## config.mk

```make
export PLATFORM = sky130hd
export DESIGN_NAME = port_bus_arbiter
export DESIGN_NICKNAME = d
export VERILOG_FILES = /design/src/rtl/port_bus_arbiter.sv
export SDC_FILE = /design/constraint.sdc
export NUM_CORES = 1
export LEC_CHECK = 0
export ABC_CLOCK_PERIOD_IN_PS = 2900
export CAP_MARGIN = 25
export CORE_MARGIN = 5
export CORE_UTILIZATION = 46
export DETAILED_ROUTE_END_ITERATION = 8
export GPL_TIMING_DRIVEN = 0
export HOLD_SLACK_MARGIN = 0.12
export PLACE_DENSITY = 0.8
export SYNTH_ARGS = -nofsm -noshare
export SYNTH_HDL_FRONTEND = slang
export SYNTH_SLANG_ARGS = --single-unit
```

## constraint.sdc

```tcl
create_clock -name clk -period 2.9 [get_ports clk]
set_input_delay 0.29 -clock clk [delete_from_list [all_inputs] [get_ports clk]]
set_output_delay 0.29 -clock clk [all_outputs]
set_load 0.1 [all_outputs]
```

## src/rtl/port_bus_arbiter.sv

```systemverilog
// Two-master round-robin arbiter for the 8-bit housekeeping port bus, with bounded burst locking.
// The port side keeps the existing port_id/out_port plus one-cycle strobe protocol.
module port_bus_arbiter #(
    parameter int unsigned SETUP_CYCLES = 1,
    parameter int unsigned MAX_BURST    = 16
) (
    input  logic       clk,
    input  logic       reset_n,
    input  logic       m0_req,
    input  logic       m0_we,
    input  logic [7:0] m0_addr,
    input  logic [7:0] m0_wdata,
    input  logic       m0_lock,
    output logic       m0_ack,
    output logic [7:0] m0_rdata,
    input  logic       m1_req,
    input  logic       m1_we,
    input  logic [7:0] m1_addr,
    input  logic [7:0] m1_wdata,
    input  logic       m1_lock,
    output logic       m1_ack,
    output logic [7:0] m1_rdata,
    output logic [7:0] port_id,
    output logic [7:0] out_port,
    output logic       write_strobe,
    output logic       read_strobe,
    input  logic [7:0] in_port,
    output logic [1:0] grant
);
    localparam logic [3:0] SetupLast = 4'(SETUP_CYCLES - 1);
    localparam logic [7:0] MaxBurst  = 8'(MAX_BURST);

    typedef enum logic [1:0] {StIdle, StSetup, StStrobe, StAck} state_e;

    state_e     state_q, state_d;
    logic [3:0] setup_cnt_q, setup_cnt_d;
    logic [7:0] burst_cnt_q, burst_cnt_d;
    logic       rr_last_q, rr_last_d;  // 0 = m0, 1 = m1
    logic       owner_q, owner_d;
    logic       we_q, we_d;
    logic [7:0] port_id_q, port_id_d;
    logic [7:0] out_port_q, out_port_d;
    logic [7:0] m0_rdata_q, m0_rdata_d;
    logic [7:0] m1_rdata_q, m1_rdata_d;
    logic [1:0] grant_q, grant_d;

    logic last_req, last_lock, owner_lock, lock_win, winner;

    always_comb begin
        last_req   = rr_last_q ? m1_req : m0_req;
        last_lock  = rr_last_q ? m1_lock : m0_lock;
        owner_lock = owner_q ? m1_lock : m0_lock;
        // A nonzero burst count means the last owner finished with lock held.
        lock_win   = last_req && last_lock && (burst_cnt_q != 8'd0) && (burst_cnt_q < MaxBurst);
        if (lock_win) begin
            winner = rr_last_q;
        end else if (m0_req && m1_req) begin
            winner = ~rr_last_q;
        end else begin
            winner = m1_req;
        end
    end

    always_comb begin
        state_d     = state_q;
        setup_cnt_d = setup_cnt_q;
        burst_cnt_d = burst_cnt_q;
        rr_last_d   = rr_last_q;
        owner_d     = owner_q;
        we_d        = we_q;
        port_id_d   = port_id_q;
        out_port_d  = out_port_q;
        m0_rdata_d  = m0_rdata_q;
        m1_rdata_d  = m1_rdata_q;
        grant_d     = grant_q;
        unique case (state_q)
            StIdle: begin
                grant_d = 2'b00;
                if (m0_req || m1_req) begin
                    owner_d     = winner;
                    grant_d     = winner ? 2'b10 : 2'b01;
                    we_d        = winner ? m1_we : m0_we;
                    port_id_d   = winner ? m1_addr : m0_addr;
                    out_port_d  = winner ? m1_wdata : m0_wdata;
                    setup_cnt_d = 4'd0;
                    state_d     = (SETUP_CYCLES == 0) ? StStrobe : StSetup;
                end
            end
            StSetup: begin
                if (setup_cnt_q == SetupLast) begin
                    state_d = StStrobe;
                end else begin
                    setup_cnt_d = setup_cnt_q + 4'd1;
                end
            end
            StStrobe: begin
                if (!we_q) begin
                    if (owner_q) begin
                        m1_rdata_d = in_port;
                    end else begin
                        m0_rdata_d = in_port;
                    end
                end
                state_d = StAck;
            end
            StAck: begin
                rr_last_d = owner_q;
                // A new owner, or one that already used its full burst, starts counting afresh.
                if (!owner_lock) begin
                    burst_cnt_d = 8'd0;
                end else if ((owner_q != rr_last_q) || (burst_cnt_q >= MaxBurst)) begin
                    burst_cnt_d = 8'd1;
                end else begin
                    burst_cnt_d = burst_cnt_q + 8'd1;
                end
                grant_d = 2'b00;
                state_d = StIdle;
            end
            default: state_d = StIdle;
        endcase
    end

    always_ff @(posedge clk or negedge reset_n) begin
        if (!reset_n) begin
            state_q     <= StIdle;
            setup_cnt_q <= 4'd0;
            burst_cnt_q <= 8'd0;
            rr_last_q   <= 1'b1;
            owner_q     <= 1'b0;
            we_q        <= 1'b0;
            port_id_q   <= 8'd0;
            out_port_q  <= 8'd0;
            m0_rdata_q  <= 8'd0;
            m1_rdata_q  <= 8'd0;
            grant_q     <= 2'b00;
        end else begin
            state_q     <= state_d;
            setup_cnt_q <= setup_cnt_d;
            burst_cnt_q <= burst_cnt_d;
            rr_last_q   <= rr_last_d;
            owner_q     <= owner_d;
            we_q        <= we_d;
            port_id_q   <= port_id_d;
            out_port_q  <= out_port_d;
            m0_rdata_q  <= m0_rdata_d;
            m1_rdata_q  <= m1_rdata_d;
            grant_q     <= grant_d;
        end
    end

    assign write_strobe = (state_q == StStrobe) && we_q;
    assign read_strobe  = (state_q == StStrobe) && !we_q;
    assign m0_ack       = (state_q == StAck) && !owner_q;
    assign m1_ack       = (state_q == StAck) && owner_q;
    assign m0_rdata     = m0_rdata_q;
    assign m1_rdata     = m1_rdata_q;
    assign port_id      = port_id_q;
    assign out_port     = out_port_q;
    assign grant        = grant_q;

endmodule

```

==> results of run 1 <==
[final timing paths]
check                                 from             end  slack (ns)  cells after the start
worst min register to register    grant[1]        grant[1]        0.50                      2
min in group clk                  grant[1]        grant[1]        0.50                      2
worst max-delay path            state_q[0]     read_strobe        0.21                      4
max in group asynchronous          reset_n       rr_last_q        1.91                      3
worst min-delay path               reset_n  setup_cnt_q[1]        0.42                      2
worst max register to register  state_q[0]            we_q        0.34                      9
[critical path, cell delays in order, from the launching register on]
cell and delay (ns):
dfrtp_1 0.41, inv_1 0.13, ha_1 0.19, nor2b_2 0.18
clkdlybuf4s50_1 1.17
[sequential cells by signal, indices dropped and copies added, names as in the netlist]
name,count
grant,2
port_id,8
m0_rdata,8
m1_rdata,8
owner_q,1
out_port,8
state_q,2
we_q,1
rr_last_q,1
burst_cnt_q,8
setup_cnt_q,4
[kinds of logic (layout without fill, tap and decap cells)]
family / Yosys count / in the layout / synth area share (%)
xor+xnor: 1 / 1 / 0.3247
mux: 23 / 23 / 9.880
buf+inv: 40 / 135 / 6.122
fa+ha+maj: 9 / 9 / 4.174
flops: 51 / 51 / 47.36
simple gates: 57 / 57 / 10.71
compound gates: 86 / 86 / 21.43
[metrics by stage]
stage	std cells	setup slack (ns)	util (%)	hold slack, ns	cell area [sq um]
2_1_floorplan	267	0.2403	-	-0.005591	2700
3_3_place_gp	424	0.01482	64.93	0.4698	3641
3_5_place_dp	425	0.05356	65.19	0.2225	3656
4_1_cts	434	0.004355	67.02	0.4130	3759
5_1_grt	434	0.06025	66.87	0.4294	3750
6_report	434	0.2134	66.87	0.4155	3750
[area by class of cell]
type	count	area (sq um)	share of cell area (%)
buffer	14	67.56	1.802
tap	72	90.09	2.402
timing repair buffer	87	865.8	23.09
clock buffer	5	68.82	1.835
inverter	26	97.59	2.603
multi-input combinational	176	1257	33.53
sequential	51	1277	34.07
clock inverter	3	25.02	0.6673
[per-layer routing]
metal | vias up | global-route usage [%] | routed length, microns
met3 | 11 | 5.989 | 412
met1 | 1145 | 24.73 | 2933
met5 | - | 0 | 0
met2 | 63 | 31.50 | 3319
met4 | 0 | 5.949 | 86
li1 | 1147 | - | -
[what timing repair did]
| action | 4_1_cts | 5_1_grt |
|---|---|---|
| setup endpoints to repair | 2 | 2 |
| endpoints found under the hold margin | 14 | 0 |
| resized for setup | 3 | 3 |
| hold buffers | 1 | 0 |
[placed cells by master (no fill, tap or decap), types with 3 or more instances in the layout]
master	n
clkdlybuf4s50_1	82
a21oi_1	6
nor2_1	23
a221oi_1	17
a22o_1	3
nand3_1	8
mux2_2	19
mux2i_1	3
inv_1	26
clkbuf_8	5
clkbuf_1	12
and2_1	4
ha_1	9
o21ai_0	42
dfrtp_1	50
o21a_1	3
nand2_1	7
==> results.cfg, run 1 <==
[placement]
hpwl_microns = 5016
numPortBuffers = 85
place_congestion = 0.8037

[sta]
drv_slew = 0
min_period_over_period_pct = 92.64
fin_tns_setup_ns = 0
post-route-min-period_ns = 2.687
setup_viol = 0
hold_viol = 0
tightest_slew_ns = 1.003
slew_headroom_pct = 32.91
grt_setup_unrepaired = no
finClkSkew_ns = 0.01049
fmax_ghz = 0.3722

[hold_path]
hold_path.class = in -> async

[cts]
clk_pin_slew_ns = 0.10
cts_tree = built
h-tree-depth = 2
postCtsSetupBuffers = 0
numCtsBuffers = 5
clock_sinks = 51
clkLatencyLatePin_ns = 0.32
clockRootBuffer = clkbuf_8
max-clock-path-buffers = 2

[logic_synthesis]
syn-num-nets = 324
synth.area.top_cells = dfrtp_1 (46%), mux2_2 (7.9%), o21ai_0 (7.8%), a221oi_1 (5.5%), ha_1 (4.2%)
seq_area_frac_synth_pct = 47.36
yosysTopAreaCell = dfrtp_1
synthTopCellsByCount = dfrtp_1 (50), o21ai_0 (42), inv_1 (26)
async_reset_ff_share_pct = 100.0
yosysMostFrequentCell = dfrtp_1
ys_seq_elements = 51
synth.distinct_cells = 39
yosys_warnings = 0
synth_top_area_share_pct = 46.38
synth_ff_type = dfrtp_1
syn-instance-count = 267
netlist_area_sq_um = 2698
synth-edff-count = 0
syn_avg_cell_area_sq_um = 10.10

[floorplanning]
die_x_microns = 86.58
rows = 27
die_h_microns = 86.58
start_util_pct = 48.10
die_area_sq_um = 7496
core_area_sq_um = 5608
io_pins = 86

[grt]
grt_pass1_vias = 2465
grt_max_degree = 38
grt_usage_pct = 19.37
grt_first_pass_wirelength_microns = 11720
grt_overflow_total = 0
antenna_found_initial = 0

[drt]
drt_iter0_markers = 91
vias = 2366
wl_microns = 6751
drtPass1Iterations = 4
vias_per_cell = 5.452
avgRoutedWirePerCell_microns = 15.56
drc = 0
ant_nets = 0

[worst_setup_path]
arrival_ns = 2.40
worstSetupStartpointType = flop
setup.worst_path.end_class = output pin
path_class = reg -> out
crit_fanout = 4
cp.required_ns = 2.61

[flow_run]
cap_viol_max_count = 0

[layout]
area_delta_synth_final_pct = 39.01
fin_nets = 418
antenna_cells = 0
drive_above_1_share_pct = 11.60
fillCellCount = 485

[outcome]
outcome = completed
Power of run 1 is not shown: default switching activity piles up to over one toggle a cycle in this logic, so the estimate is an artifact.
==> inputs of run 2 (changes only) <==
--- a/config.mk
+++ b/config.mk
@@ -5,13 +5,12 @@
 export SDC_FILE = /design/constraint.sdc
 export NUM_CORES = 1
 export LEC_CHECK = 0
-export ABC_CLOCK_PERIOD_IN_PS = 2900
 export CAP_MARGIN = 25
 export CORE_MARGIN = 5
 export CORE_UTILIZATION = 46
 export DETAILED_ROUTE_END_ITERATION = 8
 export GPL_TIMING_DRIVEN = 0
-export HOLD_SLACK_MARGIN = 0.12
+export HOLD_SLACK_MARGIN = 0.08
 export PLACE_DENSITY = 0.8
 export SYNTH_ARGS = -nofsm -noshare
 export SYNTH_HDL_FRONTEND = slang
==> results of run 2 <==
Final layout, timing and power as in run 1 (identical DEF).
Power of run 2 is left out for the same reason.
